<file path="config.mk">
export PLATFORM = sky130hd
export DESIGN_NAME = rr_arbiter8
export DESIGN_NICKNAME = d
export VERILOG_FILES = /design/src/rtl/rr_arbiter8.sv
export SDC_FILE = /design/constraint.sdc
export NUM_CORES = 1
export LEC_CHECK = 0
export CAP_MARGIN = 10
export CORE_AREA = 2 2 94 96
export DETAILED_ROUTE_END_ITERATION = 10
export DIE_AREA = 0 0 96 98
export GPL_TIMING_DRIVEN = 0
export MAX_ROUTING_LAYER = met4
export PLACE_DENSITY = 0.61
export SYNTH_ARGS = -nofsm -noshare
export SYNTH_HDL_FRONTEND = slang
export SYNTH_SLANG_ARGS = --single-unit
export TNS_END_PERCENT = 10
</file>
<file path="constraint.sdc">
create_clock -name clk -period 6.45 [get_ports clk]
set_input_delay 1.29 -clock clk [delete_from_list [all_inputs] [get_ports clk]]
set_output_delay 1.29 -clock clk [all_outputs]
set_load 0.02 [all_outputs]
</file>
<file path="src/rtl/rr_arbiter8.sv">
// ---------------------------------------------------------------------------
// rr_arbiter8
//
// Round-robin arbiter that shares one 8-input encoded resource among eight
// requesters. The grant is registered, both as a one-hot vector and as a
// 3-bit binary index that uses the same encoding as the downstream 8-to-3
// encoder. A holder keeps the grant while its request stays high. When it
// drops its request, the grant moves straight to the next requester in
// circular order, with no idle cycle in between.
//
// Optional feature (compile-time macro RR_HOLD_TIMEOUT_EN):
//   When the macro is defined, a hold counter limits a holder to MAX_HOLD
//   consecutive grant cycles while any other requester is waiting. When it
//   is undefined, no counter logic exists.
//
// Parameters:
//   MAX_HOLD  maximum consecutive grant cycles per holder (2..255), timeout build only
//   CNT_W     hold counter width, 2**CNT_W > MAX_HOLD
//
// Ports:
//   clk        in   1  system clock, rising edge
//   rst        in   1  synchronous reset, active-high, dominates everything
//   en         in   1  arbiter enable; low releases any grant and idles
//   req        in   8  request vector, bit i = requester i
//   gnt        out  8  registered one-hot grant (or zero)
//   gnt_idx    out  3  registered binary index of the holder; holds when idle
//   gnt_valid  out  1  registered, equals |gnt
// ---------------------------------------------------------------------------
module rr_arbiter8 #(
    parameter int MAX_HOLD = 16,
    parameter int CNT_W    = 8
) (
    input  logic       clk,
    input  logic       rst,
    input  logic       en,
    input  logic [7:0] req,
    output logic [7:0] gnt,
    output logic [2:0] gnt_idx,
    output logic       gnt_valid
);

    typedef enum logic {
        IDLE,
        GRANT
    } state_t;

    state_t     state;
    logic [2:0] ptr;

    // Combinational selection results consumed by the state register
    logic [2:0] sel_from_ptr;
    logic [2:0] sel_after_holder;
    logic [2:0] holder_next;
    logic       holder_req;
    logic       any_req;

`ifdef RR_HOLD_TIMEOUT_EN
    localparam logic [CNT_W-1:0] HOLD_LIMIT = CNT_W'(MAX_HOLD - 1);
    logic [CNT_W-1:0] hold_cnt;
    logic             other_req;
`endif

    // A counter too narrow to reach MAX_HOLD-1 would never time out
    if ((2 ** CNT_W) <= MAX_HOLD || MAX_HOLD < 2 || MAX_HOLD > 255) begin : g_bad_params
        $error("rr_arbiter8: illegal MAX_HOLD/CNT_W combination");
    end

    // Returns the first set bit of r, scanning upward from start with wrap
    function automatic logic [2:0] first_from(input logic [7:0] r, input logic [2:0] start);
        logic [2:0] idx;
        logic       found;
        first_from = start;
        found      = 1'b0;
        for (int k = 0; k < 8; k++) begin
            idx = start + 3'(k);
            if (!found && r[idx]) begin
                first_from = idx;
                found      = 1'b1;
            end
        end
    endfunction

    // Candidate winners. A fresh grant from IDLE starts at ptr. A handover
    // starts just past the current holder.
    always_comb begin
        holder_next      = gnt_idx + 3'd1;
        holder_req       = req[gnt_idx];
        any_req          = |req;
        sel_from_ptr     = first_from(req, ptr);
        sel_after_holder = first_from(req, holder_next);
`ifdef RR_HOLD_TIMEOUT_EN
        // gnt is one-hot on the holder while in GRANT, so masking it leaves the other requesters
        other_req        = |(req & ~gnt);
`endif
    end

    // Arbiter FSM. All outputs are registered here, so gnt, gnt_idx and
    // gnt_valid always change together on the same edge.
    always_ff @(posedge clk) begin
        if (rst) begin
            state     <= IDLE;
            ptr       <= 3'd0;
            gnt       <= 8'h00;
            gnt_idx   <= 3'd0;
            gnt_valid <= 1'b0;
`ifdef RR_HOLD_TIMEOUT_EN
            hold_cnt  <= '0;
`endif
        end else if (!en) begin
            // Disable releases immediately but keeps ptr, so fairness resumes where it left off
            state     <= IDLE;
            gnt       <= 8'h00;
            gnt_valid <= 1'b0;
`ifdef RR_HOLD_TIMEOUT_EN
            hold_cnt  <= '0;
`endif
        end else begin
            case (state)
                IDLE: begin
                    if (any_req) begin
                        state     <= GRANT;
                        gnt       <= 8'h01 << sel_from_ptr;
                        gnt_idx   <= sel_from_ptr;
                        gnt_valid <= 1'b1;
`ifdef RR_HOLD_TIMEOUT_EN
                        hold_cnt  <= '0;
`endif
                    end
                end
                GRANT: begin
                    if (holder_req) begin
`ifdef RR_HOLD_TIMEOUT_EN
                        if (hold_cnt == HOLD_LIMIT && other_req) begin
                            // Forced handover; the holder is last in the scan, so another requester always wins
                            ptr      <= holder_next;
                            gnt      <= 8'h01 << sel_after_holder;
                            gnt_idx  <= sel_after_holder;
                            hold_cnt <= '0;
                        end else if (hold_cnt != HOLD_LIMIT) begin
                            hold_cnt <= hold_cnt + 1'b1;
                        end
`endif
                    end else if (any_req) begin
                        ptr     <= holder_next;
                        gnt     <= 8'h01 << sel_after_holder;
                        gnt_idx <= sel_after_holder;
`ifdef RR_HOLD_TIMEOUT_EN
                        hold_cnt <= '0;
`endif
                    end else begin
                        ptr       <= holder_next;
                        state     <= IDLE;
                        gnt       <= 8'h00;
                        gnt_valid <= 1'b0;
`ifdef RR_HOLD_TIMEOUT_EN
                        hold_cnt  <= '0;
`endif
                    end
                end
                default: begin
                    state     <= IDLE;
                    gnt       <= 8'h00;
                    gnt_valid <= 1'b0;
                end
            endcase
        end
    end

endmodule

</file>
== After elaboration in Yosys (flattened, before gate mapping) ==
Index checks and enable logic that the tools add are counted.
Storage, ports and cells
  output and inout bits: 12
  bits in registers: 16
  input bits: 11
  logic and storage cells: 157
Operators by class
  shift-type cells: 2
  order comparisons: 17
  add/subtract/negate cells: 15
  bitwise logic cells: 3
  reductions and logical operators: 34
  equal/unequal tests: 4
  multiplexer cells: 77
Operators by type and width (number)
  $lt A3 B4 Y1 const B: 17
  $bmux W1 S3: 17
  $mux W3: 17
  $mux W1: 36
  $add A3 B3 Y3 const B: 8
  $mux W8: 3
  $pmux W8 S2: 1
  $shl A1 B3 Y8 const A: 2
  $logic_and A1 B1 Y1: 14
  $logic_not A1 Y1: 14
  $add A3 B2 Y3 const B: 4
  $add A3 B1 Y3 const B: 3
  $reduce_or A8 Y1: 1
  $ne A2 B2 Y1 const B: 3
  $pmux W3 S2: 1
  $reduce_and A3 Y1: 2
  $pmux W1 S2: 2
  $reduce_and A4 Y1: 1
  $not A1 Y1: 3
  $ne A2 B1 Y1 const B: 1
  $reduce_and A2 Y1: 1
  $reduce_or A2 Y1: 1

== Depth between registers and ports, before layout ==
  depth after elaboration: 29
  depth in mapped cells: 16
  depth with buffers taken out: 11

== Worst setup path before layout ==
OpenSTA, ideal clock, no wires.
  path kind: reg2reg
  start: register ptr[1]
  end: register gnt[7]
  arrival: 3.639 ns
  setup time: 0.120 ns
  slack: 2.691 ns
  stages on the path, launching flop included: 15
  clock period less this slack: 3.759 ns
  path buffers: 3
  data required time: 6.330 ns
  cells stage by stage: dfxtp_1 -> buf_1 -> inv_1 -> ha_1 -> clkbuf_1 -> buf_1 -> mux4_2 -> mux2i_1 -> and2_1 -> nand2_1 -> o22a_1 -> a31o_1 -> nor3b_1 -> and3_1 -> a211o_1
On the way
  word-level cells in the longest chain between the ends: 27
  elaborated cells on any way between the ends: 54
  those cells by class: 7 x add/sub; 1 x shift; 32 x mux; 14 x reduce/logical
RTL lines
  start: declaration: RTL line 48  | logic [2:0] ptr;
  start signal: assignment: RTL line 144  | ptr <= holder_next;
  start signal: assignment: RTL line 151  | ptr <= holder_next;
  parallel branches: the longest is 23 deep, another holds $add A3 B1 Y3
  $mux W3 *: RTL line 76  | if (!found && r[idx]) begin
  $shl A1 B3 Y8 *: RTL line 122  | gnt <= 8'h01 << sel_from_ptr;
  $mux W8 *: RTL line 120  | if (any_req) begin
  $pmux W8 S2 *: RTL line 118  | case (state)
  end signal: assignment: RTL line 122
  end signal: assignment: RTL line 145  | gnt <= 8'h01 << sel_after_holder;
  end: declaration: RTL line 37  | output logic [7:0] gnt,
Mark *: on every way between the ends. The select of a mux whose other input is x is not followed.
A chain may end at the register's enable or synchronous reset.

== Worst setup path after layout ==
Same ends and word-level chain as after synthesis.

==> results_dict.tcl <==
set metrics [dict create \
    clock_skew_ns 0.00673 \
    fp.dieW_um 96 \
    ys_types 70 \
    timing.rr.start "ptr[1]" \
    drv_slew 0 \
    start_kind "flip-flop" \
    layout.nets 377 \
    numCtsBuffers 3 \
    setup_viol 0 \
    status "finished clean" \
    die-area_sq_um 9410 \
    synth_area_sq_um 2850 \
    cp-end-kind "flip-flop" \
    cts.path.max_buffers 2 \
    dpl.cell_count 463 \
    portBuffers 21 \
    power.density_nw_per_um2 221 \
    routed_wl_um 7990 \
    synth_flop_cell "dfxtp_1" \
    layout_commonest_cell "nor2_1" \
    cts_root_buf "clkbuf_8" \
    grt_pass1_wl_um 13500 \
    dr_total_vias 2789 \
    cts.clk_slew.worst_paths_ns 0.07 \
    yosys_warnings 0 \
    hpwl_um 6150 \
    dr.pass1.iters 4 \
    post_cts_buffers 0 \
    finalCriticalPeriod_ns 4.65 \
    worst_ep_arrival_time_ns 4.80 \
    initial_core_util 0.336 \
    regArea_sq_um 320 \
    antenna_found_initial 0 \
    post_cts_resize_count 0 \
    fin_area_sq_um 3250 \
    gp_congestion 0.889 \
    ir_drop_mv 0.122 \
    hold_violations 0 \
    clock.fmax_mhz 215 \
    synth_fp_nets 351 \
    postSynthAreaPerCell_sq_um 8.52 \
    critPathLaunch "ptr[1]" \
    slew_headroom 0.622 \
    area_growth_pct 14.1 \
    ys_seq_area_frac 0.113 \
    nFillCells 880 \
    synth-seq-cells 16 \
    die_h_um 98 \
    crit_fanout 10 \
    insertion_delay_ns 0.25 \
    final_cell_mix "23 x nor2_1, 22 x nand2_1, 21 x clkdlybuf4s50_1" \
    drc_errors 0 \
    grt_usage 0.180 \
    worstMarginPinSlew_ns 0.568 \
    io_pins 23 \
    cts_tree "built" \
    fp-row-count 34 \
    core_sq_um 8470 \
    grt_start_max_net_pins 11 \
    worstPathRequired_ns 6.60 \
    min-delay-start "gnt[0]" \
    dr.first_iter.drc_count 192 \
    hp-class "flip-flop to flip-flop" \
    leakagePower_nw 1.11 \
    viasPerCell 5.97 \
    setup_tns_ns 0 \
    min_period_over_period 0.721 \
    routedWlPerCell_um 17.1 \
    cts_max_level 1 \
    multiInputGateArea_sq_um 2350 \
    clock-sinks 16 \
    crit_type "flip-flop to flip-flop" \
    async_flop_share 0 \
    hold_buffers 0 \
    cap_violations 0 \
    n_antenna_cell 0 \
    grt_pass1_vias 2676 \
    postSynthCellCount 334 \
    layout-drive-gt1-share 0.150 \
    place_area_sq_um 3190 \
    ant_nets 0 \
    synth_edf_count 0 \
    final_cells 467 \
    grt_overflow_total 0 \
    rsz0062_at_grt "no" \
]
stage by stage:
step / hold slack [ns] / util / setup WS (ns) / power [mW]
after floorplan: 0.535 / - / 2.69 / 0.510
after global placement: 0.441 / 0.377 / 1.69 / 0.621
after detailed placement: 0.454 / 0.377 / 1.60 / 0.627
after CTS: 0.472 / 0.384 / 1.82 / 0.719
after global routing: 0.511 / 0.384 / 1.41 / 0.773
final: 0.466 / 0.384 / 1.80 / 0.719
worst max-delay path, stage by stage (launching register included):
cell	delay, ns
dfxtp_1	0.44
buf_1	0.45
inv_1	0.23
ha_1	0.33
clkbuf_1	0.26
buf_1	0.45
mux4_2	0.44
mux2i_1	0.40
and2_1	0.30
nand2_1	0.10
o22a_1	0.22
a31o_1	0.30
nor3b_1	0.19
and3_1	0.18
a211o_1	0.25
final cells by class:
cell class              instances  share of cell area
plain buffers                  27              0.0428
flip-flops and latches         16              0.0987
multi-input cells             282               0.725
well taps                     108              0.0416
inverters                       9              0.0104
repair buffers                 21              0.0647
clock buffers                   4              0.0170
worst paths after layout:
| check | to | slack, ns | cells past startpoint |
|---|---|---|---|
| max | gnt[7] | 1.80 | 14 |
| min | gnt[0] | 0.47 | 2 |
| max reg2reg | gnt[7] | 1.80 | 14 |
| min reg2reg | gnt[0] | 0.47 | 2 |
routing by layer:
| metal | global-route usage | up-vias | wire [um] |
|---|---|---|---|
| met1 | 0.267 | 1344 | 3880 |
| met5 | - | - | 0 |
| met2 | 0.269 | 62 | 3670 |
| met3 | 0.0139 | 10 | 312 |
| met4 | 0.0363 | 0 | 119 |
| li1 | - | 1373 | - |
logic make-up after synthesis:
logic type	count (synthesis)	synth area share
xor+xnor	12	0.0549
fa+ha+maj	6	0.0264
compound gates	78	0.189
mux	53	0.287
simple gates	133	0.270
flops	16	0.113
buf+inv	36	0.0607
power by group:
part           switching (mW)  internal, mW
combinational           0.296         0.216
sequential            0.00976         0.107
clock                  0.0359        0.0542
total                   0.342         0.377
cell usage after synthesis, types with 2 or more instances:
master / instances / area share
nor2_1: 23 / 0.030
xnor2_1: 4 / 0.012
nand2b_1: 8 / 0.018
mux4_1: 2 / 0.018
mux4_2: 18 / 0.14
clkbuf_1: 14 / 0.018
nand3_1: 6 / 0.011
buf_1: 3 / 0.0040
nor3_1: 11 / 0.019
buf_2: 6 / 0.011
nor2b_1: 4 / 0.0088
inv_1: 7 / 0.0092
a211o_1: 2 / 0.0062
o22ai_1: 5 / 0.011
ha_1: 6 / 0.026
buf_6: 4 / 0.016
nand4b_1: 4 / 0.012
a211oi_1: 6 / 0.016
or4b_1: 3 / 0.011
nor3b_1: 4 / 0.011
mux2_2: 10 / 0.040
a21oi_1: 17 / 0.030
mux2i_1: 19 / 0.067
and3_1: 4 / 0.0088
o221ai_1: 2 / 0.0062
xor2_1: 4 / 0.012
nand4_1: 7 / 0.015
mux2_1: 3 / 0.012
nor4b_1: 2 / 0.0062
or4_1: 6 / 0.016
a22oi_1: 3 / 0.0079
nand2_1: 22 / 0.029
nor4_2: 2 / 0.0088
nand3b_1: 3 / 0.0079
o211ai_1: 4 / 0.011
a31oi_1: 5 / 0.011
o41ai_1: 2 / 0.0062
dfxtp_1: 16 / 0.11
xor3_1: 2 / 0.017
o21ai_0: 11 / 0.019
o21ai_1: 4 / 0.0070
a41oi_1: 3 / 0.0092
nor4_1: 11 / 0.024
and2_1: 6 / 0.013
sequential cells by signal (all words and copies together) (netlist names):
| register | count |
|---|---|
| gnt_valid | 1 |
| state | 1 |
| gnt | 8 |
| gnt_idx | 3 |
| ptr | 3 |
Power figures use the tool's default switching activity.
